`src/rtl/mod_type_classifier_pkg.sv`:
```
// ---------------------------------------------------------------------------
// mod_type_classifier_pkg
//   Shared definitions for the modulation-type classifier and its consumers
//   (DAC selector, AGC, DC isolator).
//   - TYPE_* : 3-bit signal_type codes.
//   - state_t : classifier FSM state encoding.
//   - chan_sel_t : which demod channel feeds the shape (mid-band) window.
//   - span_width() : width of an unsigned max-min span for a given sample
//     width. One extra bit means the span of two signed samples cannot wrap.
// ---------------------------------------------------------------------------
package mod_type_classifier_pkg;

  localparam logic [2:0] TYPE_CW  = 3'b000;
  localparam logic [2:0] TYPE_AM  = 3'b001;
  localparam logic [2:0] TYPE_FM  = 3'b010;
  localparam logic [2:0] TYPE_NA  = 3'b100;
  localparam logic [2:0] TYPE_ASK = 3'b101;
  localparam logic [2:0] TYPE_FSK = 3'b110;
  localparam logic [2:0] TYPE_PSK = 3'b111;

  typedef enum logic [2:0] {
    ST_IDLE   = 3'd0,
    ST_SPAN   = 3'd1,
    ST_SHAPE  = 3'd2,
    ST_DECIDE = 3'd3,
    ST_HOLD   = 3'd4
  } state_t;

  typedef enum logic [1:0] {
    CH_NONE = 2'd0,
    CH_AM   = 2'd1,
    CH_FM   = 2'd2
  } chan_sel_t;

  function automatic int span_width(input int io_width);
    return io_width + 1;
  endfunction

endpackage

```
`src/rtl/mod_type_classifier_span_tracker.sv`:
```
// ---------------------------------------------------------------------------
// mod_type_classifier_span_tracker
//   Running max/min tracker for one signed demodulator channel.
//   Ports:
//     clk, rst_n   : clock, asynchronous active-low reset
//     clear_i      : window start; forgets the previous extremes
//     en_i         : sample strobe (only asserted while the span window runs)
//     sample_i     : signed sample
//     max_o, min_o : running extremes since the last clear
//     span_o       : max_o - min_o as an unsigned value one bit wider
// ---------------------------------------------------------------------------
module mod_type_classifier_span_tracker
  import mod_type_classifier_pkg::*;
#(
  parameter int IO_width = 14
) (
  input  logic                                 clk,
  input  logic                                 rst_n,
  input  logic                                 clear_i,
  input  logic                                 en_i,
  input  logic signed [IO_width-1:0]           sample_i,
  output logic signed [IO_width-1:0]           max_o,
  output logic signed [IO_width-1:0]           min_o,
  output logic        [span_width(IO_width)-1:0] span_o
);

  localparam int SPAN_W = span_width(IO_width);

  logic signed [IO_width-1:0] max_q;
  logic signed [IO_width-1:0] min_q;
  // Set until the first enabled sample of a window, which loads both
  // extremes directly instead of comparing against stale values.
  logic                       empty_q;

  always_ff @(posedge clk or negedge rst_n) begin
    if (!rst_n) begin
      max_q   <= '0;
      min_q   <= '0;
      empty_q <= 1'b1;
    end else if (clear_i) begin
      max_q   <= '0;
      min_q   <= '0;
      empty_q <= 1'b1;
    end else if (en_i) begin
      if (empty_q || (sample_i > max_q)) begin
        max_q <= sample_i;
      end
      if (empty_q || (sample_i < min_q)) begin
        min_q <= sample_i;
      end
      empty_q <= 1'b0;
    end
  end

  assign max_o = max_q;
  assign min_o = min_q;

  // Sign-extend both operands so the difference is exact; max >= min always
  // holds, so the result is a non-negative magnitude.
  logic [SPAN_W-1:0] span_d;
  assign span_d = {max_q[IO_width-1], max_q} - {min_q[IO_width-1], min_q};
  assign span_o = span_d;

endmodule

```
`src/rtl/mod_type_classifier.sv`:
```
// ---------------------------------------------------------------------------
// mod_type_classifier
//   Watches the AM/FM/PM demodulator streams over fixed sample windows and
//   classifies the modulation as CW, AM, FM, ASK, FSK or PSK.
//   Sequence: SPAN window (max/min of each channel) -> SHAPE window (count
//   samples of the active channel near its mid level) -> DECIDE -> HOLD.
//   Ports:
//     clk, rst_n        : clock, asynchronous active-low reset
//     sample_en         : demod sample-valid strobe; windows advance on it
//     start             : one-cycle re-measure request (ignored while busy)
//     auto_en           : restart measurement automatically from IDLE/HOLD
//     AM/FM/PM_demod    : signed demodulator outputs
//     meas_trigger      : pulse as the span window starts
//     cal_trigger       : pulse as the span window ends
//     out_trigger       : pulse on the edge signal_type is updated
//     signal_type       : decided type code (TYPE_* in the package)
//     busy              : high in SPAN, SHAPE and DECIDE
// ---------------------------------------------------------------------------
module mod_type_classifier
  import mod_type_classifier_pkg::*;
#(
  parameter int IO_width  = 14,
  parameter int WIN_LEN   = 65536,
  parameter int HOLD_LEN  = 50_000_000,
  parameter int AM_TH     = 800,
  parameter int FM_TH     = 800,
  parameter int PM_TH     = 800,
  parameter int MID_SHIFT = 3
) (
  input  logic                       clk,
  input  logic                       rst_n,
  input  logic                       sample_en,
  input  logic                       start,
  input  logic                       auto_en,
  input  logic signed [IO_width-1:0] AM_demod,
  input  logic signed [IO_width-1:0] FM_demod,
  input  logic signed [IO_width-1:0] PM_demod,
  output logic                       meas_trigger,
  output logic                       cal_trigger,
  output logic                       out_trigger,
  output logic [2:0]                 signal_type,
  output logic                       busy
);

  localparam int SPAN_W = span_width(IO_width);
  localparam int WIN_W  = $clog2(WIN_LEN);
  localparam int HOLD_W = $clog2(HOLD_LEN + 1);

  localparam logic [SPAN_W-1:0] AM_TH_V   = SPAN_W'(AM_TH);
  localparam logic [SPAN_W-1:0] FM_TH_V   = SPAN_W'(FM_TH);
  localparam logic [SPAN_W-1:0] PM_TH_V   = SPAN_W'(PM_TH);
  localparam logic [WIN_W-1:0]  WIN_LAST  = WIN_W'(WIN_LEN - 1);
  localparam logic [WIN_W:0]    MID_LIM   = (WIN_W + 1)'(WIN_LEN >> MID_SHIFT);
  localparam logic [HOLD_W-1:0] HOLD_LAST = HOLD_W'(HOLD_LEN - 1);

  // -------------------------------------------------------------------------
  // State and registered outputs
  // -------------------------------------------------------------------------
  state_t                     state_q;
  chan_sel_t                  sel_q;
  logic [WIN_W-1:0]           win_cnt_q;
  logic [WIN_W:0]             mid_cnt_q;
  logic [HOLD_W-1:0]          hold_cnt_q;
  // Low for the first SHAPE cycle, when center/band/channel are latched.
  logic                       shape_armed_q;
  logic signed [IO_width-1:0] center_q;
  logic [SPAN_W-1:0]          band_q;
  logic [2:0]                 signal_type_q;
  logic                       meas_q;
  logic                       cal_q;
  logic                       out_q;
  logic                       busy_q;

  // -------------------------------------------------------------------------
  // Per-channel span trackers (index 0 = AM, 1 = FM, 2 = PM)
  // -------------------------------------------------------------------------
  logic signed [IO_width-1:0] demod   [3];
  logic signed [IO_width-1:0] ch_max  [3];
  logic signed [IO_width-1:0] ch_min  [3];
  logic [SPAN_W-1:0]          ch_span [3];

  logic start_span;
  logic span_en;

  assign demod[0] = AM_demod;
  assign demod[1] = FM_demod;
  assign demod[2] = PM_demod;

  generate
    for (genvar gi = 0; gi < 3; gi++) begin : g_trk
      mod_type_classifier_span_tracker #(
        .IO_width (IO_width)
      ) u_trk (
        .clk      (clk),
        .rst_n    (rst_n),
        .clear_i  (start_span),
        .en_i     (span_en),
        .sample_i (demod[gi]),
        .max_o    (ch_max[gi]),
        .min_o    (ch_min[gi]),
        .span_o   (ch_span[gi])
      );
    end
  endgenerate

  // -------------------------------------------------------------------------
  // Control conditions
  // -------------------------------------------------------------------------
  logic hold_done;
  logic win_last;

  assign hold_done = (hold_cnt_q == HOLD_LAST);
  assign win_last  = (win_cnt_q == WIN_LAST);
  assign span_en   = (state_q == ST_SPAN) && sample_en;

  // Single definition of "enter SPAN": start and HOLD expiry arriving
  // together still give one entry, and start is ignored while busy.
  always_comb begin
    start_span = 1'b0;
    if (state_q == ST_IDLE) begin
      start_span = start || auto_en;
    end else if (state_q == ST_HOLD) begin
      start_span = start || (hold_done && auto_en);
    end
  end

  // -------------------------------------------------------------------------
  // Channel activity and SHAPE setup (evaluated from the held spans)
  // -------------------------------------------------------------------------
  logic am_act;
  logic fm_act;
  logic pm_act;

  assign am_act = (ch_span[0] > AM_TH_V);
  assign fm_act = (ch_span[1] > FM_TH_V);
  assign pm_act = (ch_span[2] > PM_TH_V);

  chan_sel_t                  sel_d;
  logic [1:0]                 ref_idx;
  logic signed [SPAN_W-1:0]   mid_sum;
  logic signed [SPAN_W-1:0]   mid_half;
  logic signed [IO_width-1:0] center_d;
  logic [SPAN_W-1:0]          band_d;

  always_comb begin
    sel_d   = CH_NONE;
    ref_idx = 2'd2;
    if (am_act) begin
      sel_d   = CH_AM;
      ref_idx = 2'd0;
    end else if (fm_act) begin
      sel_d   = CH_FM;
      ref_idx = 2'd1;
    end
  end

  // Arithmetic shift of the widened sum gives floor((max+min)/2), which
  // always lies between min and max and therefore fits IO_width bits.
  assign mid_sum  = {ch_max[ref_idx][IO_width-1], ch_max[ref_idx]}
                  + {ch_min[ref_idx][IO_width-1], ch_min[ref_idx]};
  assign mid_half = mid_sum >>> 1;
  assign center_d = mid_half[IO_width-1:0];
  assign band_d   = ch_span[ref_idx] >> 2;

  // -------------------------------------------------------------------------
  // Mid-band detector on the selected channel during the SHAPE window
  // -------------------------------------------------------------------------
  logic signed [IO_width-1:0] shape_x;
  logic signed [SPAN_W-1:0]   x_dev;
  logic [SPAN_W-1:0]          x_abs;
  logic                       in_band;

  assign shape_x = (sel_q == CH_FM) ? FM_demod : AM_demod;
  assign x_dev   = {shape_x[IO_width-1], shape_x} - {center_q[IO_width-1], center_q};
  // |x_dev| < 2^IO_width, so negation in SPAN_W bits never overflows.
  assign x_abs   = x_dev[SPAN_W-1] ? -x_dev : x_dev;
  assign in_band = (x_abs < band_q);

  // -------------------------------------------------------------------------
  // Decision: keyed shapes rarely sit near the mid level.
  // -------------------------------------------------------------------------
  logic       keyed;
  logic [2:0] type_d;

  assign keyed = (mid_cnt_q < MID_LIM);

  always_comb begin
    type_d = pm_act ? TYPE_PSK : TYPE_CW;
    if (sel_q == CH_AM) begin
      type_d = keyed ? TYPE_ASK : TYPE_AM;
    end else if (sel_q == CH_FM) begin
      type_d = keyed ? TYPE_FSK : TYPE_FM;
    end
  end

  // -------------------------------------------------------------------------
  // FSM with registered trigger/type/busy outputs
  // -------------------------------------------------------------------------
  always_ff @(posedge clk or negedge rst_n) begin
    if (!rst_n) begin
      state_q       <= ST_IDLE;
      sel_q         <= CH_NONE;
      win_cnt_q     <= '0;
      mid_cnt_q     <= '0;
      hold_cnt_q    <= '0;
      shape_armed_q <= 1'b0;
      center_q      <= '0;
      band_q        <= '0;
      signal_type_q <= TYPE_NA;
      meas_q        <= 1'b0;
      cal_q         <= 1'b0;
      out_q         <= 1'b0;
      busy_q        <= 1'b0;
    end else begin
      meas_q <= 1'b0;
      cal_q  <= 1'b0;
      out_q  <= 1'b0;

      case (state_q)
        ST_IDLE: begin
          if (start_span) begin
            state_q   <= ST_SPAN;
            meas_q    <= 1'b1;
            busy_q    <= 1'b1;
            win_cnt_q <= '0;
          end
        end

        ST_SPAN: begin
          if (sample_en) begin
            if (win_last) begin
              state_q       <= ST_SHAPE;
              cal_q         <= 1'b1;
              win_cnt_q     <= '0;
              shape_armed_q <= 1'b0;
            end else begin
              win_cnt_q <= win_cnt_q + WIN_W'(1);
            end
          end
        end

        ST_SHAPE: begin
          if (!shape_armed_q) begin
            sel_q     <= sel_d;
            center_q  <= center_d;
            band_q    <= band_d;
            mid_cnt_q <= '0;
            win_cnt_q <= '0;
            if (sel_d == CH_NONE) begin
              state_q <= ST_DECIDE;
            end else begin
              shape_armed_q <= 1'b1;
            end
          end else if (sample_en) begin
            mid_cnt_q <= mid_cnt_q + (WIN_W + 1)'(in_band);
            if (win_last) begin
              state_q       <= ST_DECIDE;
              shape_armed_q <= 1'b0;
              win_cnt_q     <= '0;
            end else begin
              win_cnt_q <= win_cnt_q + WIN_W'(1);
            end
          end
        end

        ST_DECIDE: begin
          signal_type_q <= type_d;
          out_q         <= 1'b1;
          busy_q        <= 1'b0;
          hold_cnt_q    <= '0;
          state_q       <= ST_HOLD;
        end

        ST_HOLD: begin
          if (start_span) begin
            state_q    <= ST_SPAN;
            meas_q     <= 1'b1;
            busy_q     <= 1'b1;
            win_cnt_q  <= '0;
            hold_cnt_q <= '0;
          end else if (hold_done) begin
            state_q    <= ST_IDLE;
            hold_cnt_q <= '0;
          end else begin
            hold_cnt_q <= hold_cnt_q + HOLD_W'(1);
          end
        end

        default: begin
          state_q <= ST_IDLE;
          busy_q  <= 1'b0;
        end
      endcase
    end
  end

  assign meas_trigger = meas_q;
  assign cal_trigger  = cal_q;
  assign out_trigger  = out_q;
  assign signal_type  = signal_type_q;
  assign busy         = busy_q;

endmodule

```
`config.mk`:
```
export PLATFORM = sky130hd
export DESIGN_NAME = mod_type_classifier
export DESIGN_NICKNAME = d
export VERILOG_FILES = /design/src/rtl/mod_type_classifier_pkg.sv /design/src/rtl/mod_type_classifier_span_tracker.sv /design/src/rtl/mod_type_classifier.sv
export SDC_FILE = /design/constraint.sdc
export NUM_CORES = 1
export LEC_CHECK = 0
export CORE_MARGIN = 10
export CORE_UTILIZATION = 46
export DETAILED_ROUTE_END_ITERATION = 12
export GPL_ROUTABILITY_DRIVEN = 0
export PLACE_DENSITY = 0.75
export REMOVE_ABC_BUFFERS = 1
export SLEW_MARGIN = 20
export SYNTH_ARGS = -nofsm -noshare
export SYNTH_HDL_FRONTEND = slang
export SYNTH_HIERARCHICAL = 1
export SYNTH_SLANG_ARGS = --single-unit
```
`constraint.sdc`:
```
create_clock -name clk -period 8.1 [get_ports clk]
set_input_delay 1.62 -clock clk [delete_from_list [all_inputs] [get_ports clk]]
set_output_delay 1.62 -clock clk [all_outputs]
set_load 0.01 [all_outputs]
```
### Word-level counts from Yosys, hierarchy flattened

Index checks and enable logic that the tools add are counted.

| word-level totals | value |
|---|---|
| word-level logic and storage cells | 174 |
| input bits | 47 |
| output and inout bits | 7 |
| flip-flop bits (word level) | 184 |

| operators by class | value |
|---|---|
| $lt $le $gt $ge | 12 |
| bitwise gates (word level) | 3 |
| reduce and logical (&&, ||, !) cells | 36 |
| $add $sub $neg | 9 |
| muxes and demuxes | 77 |
| eq/ne operators | 17 |

Operators with widths:

| cell | count |
|---|---|
| 2-to-1 mux 14 bit | 23 |
| 2-to-1 mux 16 bit | 4 |
| subtractor 14 x 14 -> 15 bit | 4 |
| binary-select mux 14 bit (select 2 bit) | 2 |
| 2-to-1 mux 26 bit | 2 |
| one-hot mux 26 bit (2 select lines) | 1 |
| one-hot mux 16 bit (3 select lines) | 1 |
| > comparator 15 x 10 -> 1 bit (second input constant) | 3 |
| 2-to-1 mux 15 bit | 3 |
| > comparator 14 bit | 3 |
| less-than comparator 14 bit | 3 |
| 2-to-1 mux 3 bit | 14 |
| 2-to-1 mux 17 bit | 2 |
| binary-select mux 15 bit (select 2 bit) | 1 |
| adder 26 x 1 -> 26 bit (second input constant) | 1 |
| equality test 26 bit (second input constant) | 1 |
| AND reduction 2 bit | 10 |
| nonzero test 2 bit | 9 |
| adder 17 x 1 -> 17 bit | 1 |
| less-than comparator 17 x 14 -> 1 bit (second input constant) | 1 |
| 2-to-1 mux 1 bit | 17 |
| adder 16 x 1 -> 16 bit (second input constant) | 1 |
| equality test 16 bit (second input constant) | 1 |
| adder 14 x 14 -> 15 bit | 1 |
| other kinds (25) | 45 |

### Longest topological paths before layout

Gate-level depths: netlist of the first run.

| logic depth | value |
|---|---|
| word-level depth | 9 |
| mapped depth | 31 |
| depth with buffers taken out | 29 |

### Cells and area by module

The synthesis of the first run kept the hierarchy.

Modules (own cells, without submodules):

| module | cells an instance | seq. area each (um2) | times used | area an instance (um2) |
|---|---|---|---|---|
| mod_type_classifier | 920 | 2478.6 | 1 | 7656.1 |
| mod_type_classifier_span_tracker (g_trk[0].u_trk ...) | 268 | 726.9 | 2 | 2507.4 |
| mod_type_classifier_span_tracker (g_trk[2].u_trk) | 284 | 726.9 | 1 | 2593.7 |

### Least setup slack after synthesis of the first run

No wires, ideal clock.

| timing path | value |
|---|---|
| path kind | input -> register |
| start point | in AM_demod[0] |
| end point | reg mid_cnt_q[16] |
| path buffers | 1 |
| arrival time | 6.170 ns |
| library setup time | 0.132 ns |
| cell stages on the path | 28 |
| slack | 1.799 ns |
| data required time | 7.968 ns |
| cell sequence | mux2i_1 > ha_1 > fa_1 > nand2b_1 > a21oi_1 > o21ai_0 > a21oi_1 > a221o_1 > clkbuf_1 > nor2_1 > xnor2_1 > ha_1 > a21o_1 > a21oi_1 > nand2_1 > a21o_1 > a221oi_1 > nand3b_1 > a21o_1 > o211ai_1 > ha_1 > ha_1 > nand2_1 > nor2_1 > and2_1 > nand3_1 > xor2_1 > nor2_1 |

| on the way | value |
|---|---|
| longest elaborated chain between the ends | 8 |

RTL lines:

| what | line | text |
|---|---|---|
| start, declared | mod_type_classifier.sv:35 | `input logic signed [IO_width-1:0] AM_demod,` |
| 2-to-1 mux 14 bit (*) | mod_type_classifier.sv:173 | `assign shape_x = (sel_q == CH_FM) ? FM_demod : AM_demod;` |
| subtractor 14 x 14 -> 15 bit (*) | mod_type_classifier.sv:174 | `assign x_dev = {shape_x[IO_width-1], shape_x} - {center_q[IO_width-1], center_q};` |
| negator 15 bit | mod_type_classifier.sv:176 | `assign x_abs = x_dev[SPAN_W-1] ? -x_dev : x_dev;` |
| 2-to-1 mux 15 bit (*) | mod_type_classifier.sv:176 |  |
| less-than comparator 15 x 13 -> 1 bit (*) | mod_type_classifier.sv:177 | `assign in_band = (x_abs < band_q);` |
| adder 17 x 1 -> 17 bit (*) | mod_type_classifier.sv:255 | `mid_cnt_q <= mid_cnt_q + (WIN_W + 1)'(in_band);` |
| 2-to-1 mux 17 bit (*) | mod_type_classifier.sv:254 | `end else if (sample_en) begin` |
| 2-to-1 mux 17 bit (*) | mod_type_classifier.sv:243 | `if (!shape_armed_q) begin` |
| end signal, assigned | mod_type_classifier.sv:255 |  |
| end, declared | mod_type_classifier.sv:62 | `logic [WIN_W:0] mid_cnt_q;` |

Mark *: on every way between the ends. The rest lies on a longest branch, timed or not. The select of a mux whose other input is x is not followed.
A chain may end at the register's enable or synchronous reset.

### Worst setup path after layout of the first run

| timing path | value |
|---|---|
| start point | in FM_demod[0] |
| end point | reg mid_cnt_q[16] |

| on the way | value |
|---|---|
| longest elaborated chain between the ends | 8 |

RTL lines:

| what | line | text |
|---|---|---|
| start, declared | mod_type_classifier.sv:36 | `input logic signed [IO_width-1:0] FM_demod,` |
| 2-to-1 mux 14 bit (*) | mod_type_classifier.sv:173 |  |
| subtractor 14 x 14 -> 15 bit (*) | mod_type_classifier.sv:174 |  |
| negator 15 bit | mod_type_classifier.sv:176 |  |
| 2-to-1 mux 15 bit (*) | mod_type_classifier.sv:176 |  |
| less-than comparator 15 x 13 -> 1 bit (*) | mod_type_classifier.sv:177 |  |
| adder 17 x 1 -> 17 bit (*) | mod_type_classifier.sv:255 |  |
| 2-to-1 mux 17 bit (*) | mod_type_classifier.sv:254 |  |
| 2-to-1 mux 17 bit (*) | mod_type_classifier.sv:243 |  |

Marks and branches as above.

==> results of run 1 <==
worst max path at each step:
stage / start / end / slack, ns
4_1_cts: FM_demod[0] / mid_cnt_q[16] / 0.84
6_report: FM_demod[0] / mid_cnt_q[16] / 0.79
3_5_place_dp: FM_demod[0] / mid_cnt_q[16] / 0.40
2_1_floorplan: g_trk[1].u_trk/max_o[0] / center_q[13] / -0.47
3_3_place_gp: FM_demod[0] / mid_cnt_q[16] / 0.51
5_1_grt: FM_demod[0] / mid_cnt_q[16] / 0.29
area by class of cell:
| type | count | area, µm² | area share [%] |
|---|---|---|---|
| Inverter | 153 | 574.3 | 3.416 |
| Antenna cell | 1 | 2.502 | 0.01488 |
| Multi-Input combinational cell | 1350 | 9822 | 58.42 |
| Clock inverter | 14 | 131.4 | 0.7814 |
| Tap cell | 442 | 553.0 | 3.289 |
| Timing Repair Buffer | 66 | 631.9 | 3.758 |
| Sequential cell | 186 | 4659 | 27.71 |
| Clock buffer | 18 | 439.2 | 2.612 |
state kept, by name, summed over array words and instances, names as in the netlist, 13 cells and up:
| signal | count |
|---|---|
| band_q | 13 |
| center_q | 14 |
| g_trk.u_trk/max_o | 42 |
| g_trk.u_trk/min_o | 42 |
| hold_cnt_q | 26 |
| mid_cnt_q | 17 |
| win_cnt_q | 16 |
critical path: cells and delay by family:
family | cells | cell delay [ns]
XOR/XNOR | 2 | 0.28
multiplexers | 1 | 0.14
AO/OA/AOI/OAI | 11 | 2.37
adder cells (fa/ha/maj) | 5 | 1.39
buffers and inverters | 1 | 0.57
AND/OR/NAND/NOR | 8 | 1.26
power by group:
group / leakage (nW) / switching (mW) / total (mW) / internal (mW)
combinational: 4.93 / 2.73 / 4.56 / 1.83
clock: 0.276 / 0.416 / 0.831 / 0.415
sequential: 2.35 / 0.269 / 1.42 / 1.15
total: 7.55 / 3.42 / 6.82 / 3.40
Yosys cell counts, drive strengths merged (8+ instances only):
| library cell | number |
|---|---|
| a22o | 28 |
| a211oi | 8 |
| o21a | 20 |
| o21ai | 137 |
| o2bb2ai | 9 |
| mux2i | 49 |
| and3 | 24 |
| clkbuf | 38 |
| nor4 | 9 |
| o211ai | 18 |
| o31ai | 13 |
| inv | 153 |
| nor2 | 137 |
| a21o | 36 |
| dfrtp | 182 |
| xnor2 | 43 |
| ha | 167 |
| nand3 | 42 |
| nand4 | 27 |
| or3 | 15 |
| nand2 | 140 |
| buf | 13 |
| xor2 | 45 |
| o22ai | 9 |
| nor3 | 15 |
| a21oi | 99 |
| nor2b | 46 |
| o2111ai | 8 |
| mux2 | 37 |
| nand2b | 32 |
| or2 | 9 |
per-layer routing:
metal	vias up	part of all wire (%)	GRT usage, %
met5	-	0	0
met4	0	4.4	9.832
met3	94	5.2	2.591
met2	459	48	34.79
met1	6463	43	24.73
li1	6352	-	-
per-stage QoR:
step | cells | cell area [µm²] | util [%] | TNS (ns)
finish | 2230 | 16810 | 51.55 | 0
global route | 2229 | 16810 | 51.54 | 0
CTS | 2229 | 16810 | 51.54 | 0
detailed placement | 2197 | 16240 | 49.79 | 0
global placement | 2197 | 16230 | 49.77 | 0
floorplan | 1689 | 15030 | - | -2.289
cell families (layout without fill, tap and decap cells):
family / Yosys count / count (layout) / synth area share (%)
fa+ha+maj: 173 / 173 / 14.41
flops: 186 / 186 / 30.52
mux: 86 / 86 / 6.041
buf+inv: 204 / 251 / 5.287
simple gates: 529 / 529 / 17.22
xor+xnor: 88 / 88 / 5.049
compound gates: 474 / 474 / 21.47
other cells: 0 / 1 / 0
==> impl_metrics.env, run 1 <==
export IMPL_outcome="completed"
export IMPL_cts_setup_buffers=0
export IMPL_ys_seq_elements=186
export IMPL_async_flop_share_pct=100.0
export IMPL_ir_worst_vdd_v=0.0002682
export IMPL_drive_gt1_share_pct=6.659
export IMPL_yosysTopAreaCell="dfrtp_1"
export IMPL_clkLatencyLatePin_ns=0.46
export IMPL_hold_path_depth=2
export IMPL_wl_per_cell_um=18.83
export IMPL_yosys_top_cells_area="dfrtp_1 30%, ha_1 14%, o21ai_0 4.3%"
export IMPL_cts_sinks=186
export IMPL_grt_pass1_vias=13310
export IMPL_rows=66
export IMPL_relSlewSlack_pct=33.89
export IMPL_r2r_setup_slack_ns=1.29
export IMPL_worst_slack_ns=0.7884
export IMPL_synth_top_cell_area_share_pct=29.84
export IMPL_syn_area_um2=15260
export IMPL_reg2reg_to="mid_cnt_q[16]"
export IMPL_ant_nets=0
export IMPL_drt_iter0_markers=1034
export IMPL_hp_start="signal_type[1]"
export IMPL_yosys_warnings=6
export IMPL_ys_seq_area_share_pct=30.52
export IMPL_cts_tree="yes"
export IMPL_gr_total_overflow=0
export IMPL_crit_type="primary input to register"
export IMPL_clk_transition_reported_paths_ns=0.08
export IMPL_via_per_inst=5.995
export IMPL_drt_first_pass_iters=6
export IMPL_place_ws_ns=0.3955
export IMPL_dieHeight_um=202.2
export IMPL_finalCriticalPeriod_ns=7.312
export IMPL_numCtsBuffers=17
export IMPL_rsz0062_at_grt="false"
export IMPL_coreArea_um2=32620
export IMPL_cp_required_ns=8.41
export IMPL_fmax_mhz=136.8
export IMPL_path_common_cell="ha_1"
export IMPL_finalSetupViolCount=0
export IMPL_holdPathEnd="signal_type[1]"
export IMPL_cts_hold_buf=0
export IMPL_cts_root_buf="clkbuf_16"
export IMPL_synth_cells=1740
export IMPL_grt_max_degree=117
export IMPL_crit_slowest_cell="clkdlybuf4s50_1"
export IMPL_critPathCaptureType="register"
export IMPL_clk_path_buf_depth=2
export IMPL_max_stage_delay_ns=0.57
export IMPL_synth_distinct_cells=95
export IMPL_drv_cap=0
export IMPL_finClkSkew_ns=0.01494
export IMPL_n_fill_cell=2914
export IMPL_worst_pin_slew_ns=0.9916
export IMPL_wl_um=41990
export IMPL_synth_edf_count=0
export IMPL_ys_flop_type="dfrtp_1"
export IMPL_reg2reg_depth=29
export IMPL_drc=0
export IMPL_vias=13370
export IMPL_grt_usage_pct=20.29
export IMPL_layout_commonest_cell="dfrtp_1"
export IMPL_fin_nets=1993
export IMPL_critPathArrivalTime_ns=7.63
export IMPL_finalCritPeriodShare_pct=90.27
export IMPL_io_buffers=53
export IMPL_hold_viol=0
export IMPL_antenna_found_initial=1
export IMPL_h_tree_depth=4
export IMPL_cts_resized=0
export IMPL_start_kind="primary input"
export IMPL_worst_path_max_fanout=9
export IMPL_start_util_pct=46.80
export IMPL_dieArea_um2=40870
export IMPL_grt_pass1_wl_um=67720
export IMPL_timing_rr_start="sel_q[0]"
export IMPL_power_leakage_nw=7.555
export IMPL_hold_class="register to register"
export IMPL_finalPower_mw=6.818
export IMPL_final_cell_mix="182 x dfrtp_1, 167 x ha_1, 153 x inv_1"
export IMPL_postSynthAreaPerCell_um2=8.773
export IMPL_top_level_ports=54
export IMPL_p_per_area_nw_per_um2=405.5
export IMPL_hold_worst_slack_ns=0.4865
export IMPL_drv_slew=0
export IMPL_dieWidth_um=202.2
export IMPL_area_growth_pct=10.15
export IMPL_hpwl_um=32120
Power figures use the tool's default switching activity.
==> run 2: changes to the inputs <==
--- a/config.mk
+++ b/config.mk
@@ -5,11 +5,14 @@
 export SDC_FILE = /design/constraint.sdc
 export NUM_CORES = 1
 export LEC_CHECK = 0
+export ABC_AREA = 1
+export CORE_ASPECT_RATIO = 1.1
 export CORE_MARGIN = 10
 export CORE_UTILIZATION = 46
 export DETAILED_ROUTE_END_ITERATION = 12
+export DONT_BUFFER_PORTS = 1
 export GPL_ROUTABILITY_DRIVEN = 0
-export PLACE_DENSITY = 0.75
+export PLACE_DENSITY = 0.73
 export REMOVE_ABC_BUFFERS = 1
 export SLEW_MARGIN = 20
 export SYNTH_ARGS = -nofsm -noshare
==> run 2 against run 1 <==
Against the previous run: non-clock buffer count down 61; wire length up 14%; via count up 17%; fmax up 20%; synthesized cell count up 38%; die area up 6.5%; critical endpoint is now center_q[11]; largest power group unchanged.
==> impl_metrics.env, run 2 <==
export IMPL_outcome="completed"
export IMPL_async_flop_share_pct=100.0
export IMPL_critPathTopFamily="simple AND/OR/NAND/NOR gates"
export IMPL_ys_seq_elements=186
export IMPL_top_level_ports=54
export IMPL_area_growth_pct=5.269
export IMPL_drv_cap=0
export IMPL_cp_required_ns=8.42
export IMPL_critPathArrivalTime_ns=6.42
export IMPL_wl_per_cell_um=16.92
export IMPL_finalSetupViolCount=0
export IMPL_cts_hold_buf=0
export IMPL_numCtsBuffers=17
export IMPL_cts_root_buf="clkbuf_16"
export IMPL_finClkSkew_ns=0.01774
export IMPL_hold_worst_slack_ns=0.4649
export IMPL_finalCriticalPeriod_ns=6.096
export IMPL_via_per_inst=5.539
export IMPL_rsz0062_at_grt="false"
export IMPL_crit_slowest_cell="nand2_1"
export IMPL_drc=0
export IMPL_ir_worst_vdd_v=0.0002112
export IMPL_cts_sinks=186
export IMPL_rows=72
export IMPL_postSynthAreaPerCell_um2=6.817
export IMPL_grt_max_degree=187
export IMPL_final_cell_mix="656 x nand2_1, 364 x inv_1, 207 x nand3_1"
export IMPL_drt_first_pass_iters=7
export IMPL_yosys_warnings=6
export IMPL_finalCritPeriodShare_pct=75.26
export IMPL_place_inst=2795
export IMPL_final_cell_area_um2=17220
export IMPL_wl_um=47850
export IMPL_io_buffers=0
export IMPL_worst_slack_ns=2.004
export IMPL_synth_cells=2400
export IMPL_start_util_pct=46.57
export IMPL_n_fill_cell=3465
export IMPL_antenna_found_initial=0
export IMPL_clk_transition_reported_paths_ns=0.08
export IMPL_hold_viol=0
export IMPL_clkLatencyLatePin_ns=0.46
export IMPL_p_per_area_nw_per_um2=384.4
export IMPL_h_tree_depth=4
export IMPL_path_buf_inv=3
export IMPL_finalSetupTns_ns=0
export IMPL_ys_seq_area_share_pct=28.48
export IMPL_power_leakage_nw=9.201
export IMPL_synth_edf_count=0
export IMPL_hold_class="register to register"
export IMPL_yosys_top_cells_area="dfrtp_1 28%, nand2_1 15%, ha_1 13%"
export IMPL_synth_distinct_cells=62
export IMPL_worst_pin_slew_ns=0.7515
export IMPL_fmax_mhz=164.1
export IMPL_cts_setup_buffers=0
export IMPL_clk_path_buf_depth=2
export IMPL_max_stage_delay_ns=0.57
export IMPL_vias=15660
export IMPL_grt_pass1_wl_um=77260
export IMPL_grt_pass1_vias=14970
export IMPL_yosysTopAreaCell="dfrtp_1"
export IMPL_place_ws_ns=1.585
export IMPL_dieWidth_um=199.8
export IMPL_r2r_setup_slack_ns=2.00
export IMPL_drv_slew=0
export IMPL_coreArea_um2=35130
export IMPL_fin_nets=2589
export IMPL_relSlewSlack_pct=49.78
export IMPL_cts_resized=0
export IMPL_final_cells=2827
export IMPL_grt_usage_pct=22.24
export IMPL_diodes=0
export IMPL_placed_area_um2=16640
export IMPL_ant_nets=0
export IMPL_critPathCaptureType="register"
export IMPL_gr_total_overflow=0
export IMPL_yosysMostFrequentCell="nand2_1"
export IMPL_path_common_cell="nand2_1"
export IMPL_syn_area_um2=16360
export IMPL_ys_top_cells_by_count="656 x nand2_1, 365 x inv_1, 207 x nand3_1, 207 x nor2_1, 182 x dfrtp_1"
export IMPL_dieHeight_um=217.8
export IMPL_drt_iter0_markers=1463
export IMPL_worst_path_max_fanout=27
export IMPL_start_kind="register"
export IMPL_synth_top_cell_area_share_pct=27.84
export IMPL_layout_commonest_cell="nand2_1"
export IMPL_crit_type="register to register"
export IMPL_ys_flop_type="dfrtp_1"
export IMPL_hpwl_um=36930
export IMPL_dieArea_um2=43520
export IMPL_drive_gt1_share_pct=5.539
export IMPL_cts_tree="yes"
-- run 2: changes by cell type in the layout (fill, tap and decap cells not counted), sizes merged, moves of 25 or more --
cell,delta
mux2i,-48
mux2,-37
nand2,+547
nand3,+175
nor2,+87
clkdlybuf4s50,-52
a22o,-27
nor2b,-46
nand2b,-32
xnor2,-26
o21ai,-33
inv,+229
a21o,-25
nor3,+27
-- run 2: layout make-up --
class                           count  area, µm²  share of cell area [%]
Timing Repair Buffer                5      37.54                  0.2179
Clock buffer                       17      425.4                   2.470
Multi-Input combinational cell   1773       9937                   57.70
Sequential cell                   186       4659                   27.05
Tap cell                          444      555.5                   3.226
Inverter                          387       1453                   8.434
Clock inverter                     15      155.1                  0.9008
-- run 2: cell families after synthesis --
| family | count (synthesis) | synth area share [%] |
|---|---|---|
| xor gates and xnor gates | 72 | 3.854 |
| DFF | 186 | 28.48 |
| muxes | 1 | 0.06118 |
| AOI/OAI and AO/OA | 302 | 10.60 |
| buffers and inverters | 441 | 10.80 |
| and+or+nand+nor | 1226 | 32.82 |
| adders and majority gates | 172 | 13.38 |
-- run 2: power breakdown --
| group | internal [mW] | switching, mW | total (mW) | leakage, nW |
|---|---|---|---|---|
| Clock | 0.412 | 0.435 | 0.847 | 0.272 |
| Sequential | 1.17 | 0.350 | 1.52 | 2.41 |
| Combinational | 1.43 | 2.82 | 4.25 | 6.51 |
| Total | 3.01 | 3.61 | 6.62 | 9.20 |
-- run 2: metrics by stage --
step           util [%]  power (mW)
2_1_floorplan         -       4.502
3_3_place_gp      47.37       5.509
3_5_place_dp      47.37       5.623
4_1_cts           49.02       6.488
5_1_grt           49.02       7.163
6_report          49.02       6.621
-- run 2: worst paths after layout --
check,start,to,cells past startpoint
max in group asynchronous,rst_n,g_trk[1].u_trk/empty_q,0
hold reg to reg,g_trk[1].u_trk/empty_q,g_trk[1].u_trk/empty_q,2
setup reg to reg,g_trk[0].u_trk/max_o[0],center_q[11],27
setup / recovery,g_trk[0].u_trk/max_o[0],center_q[11],27
hold / removal,g_trk[1].u_trk/empty_q,g_trk[1].u_trk/empty_q,2
min in group asynchronous,rst_n,win_cnt_q[15],0
-- run 2: metal layers --
| layer | vias up | GRT usage [%] | part of all wire, % |
|---|---|---|---|
| li1 | 7671 | - | - |
| met1 | 7251 | 26.33 | 40 |
| met2 | 606 | 37.45 | 47 |
| met3 | 132 | 4.291 | 7.0 |
| met4 | 0 | 11.57 | 5.4 |
| met5 | - | 0 | 0 |
-- run 2: worst min-delay path, cell delays in order, from the launching register on --
cell	delay (ns)
dfstp_2	0.37
inv_1	0.04
o21bai_1	0.05
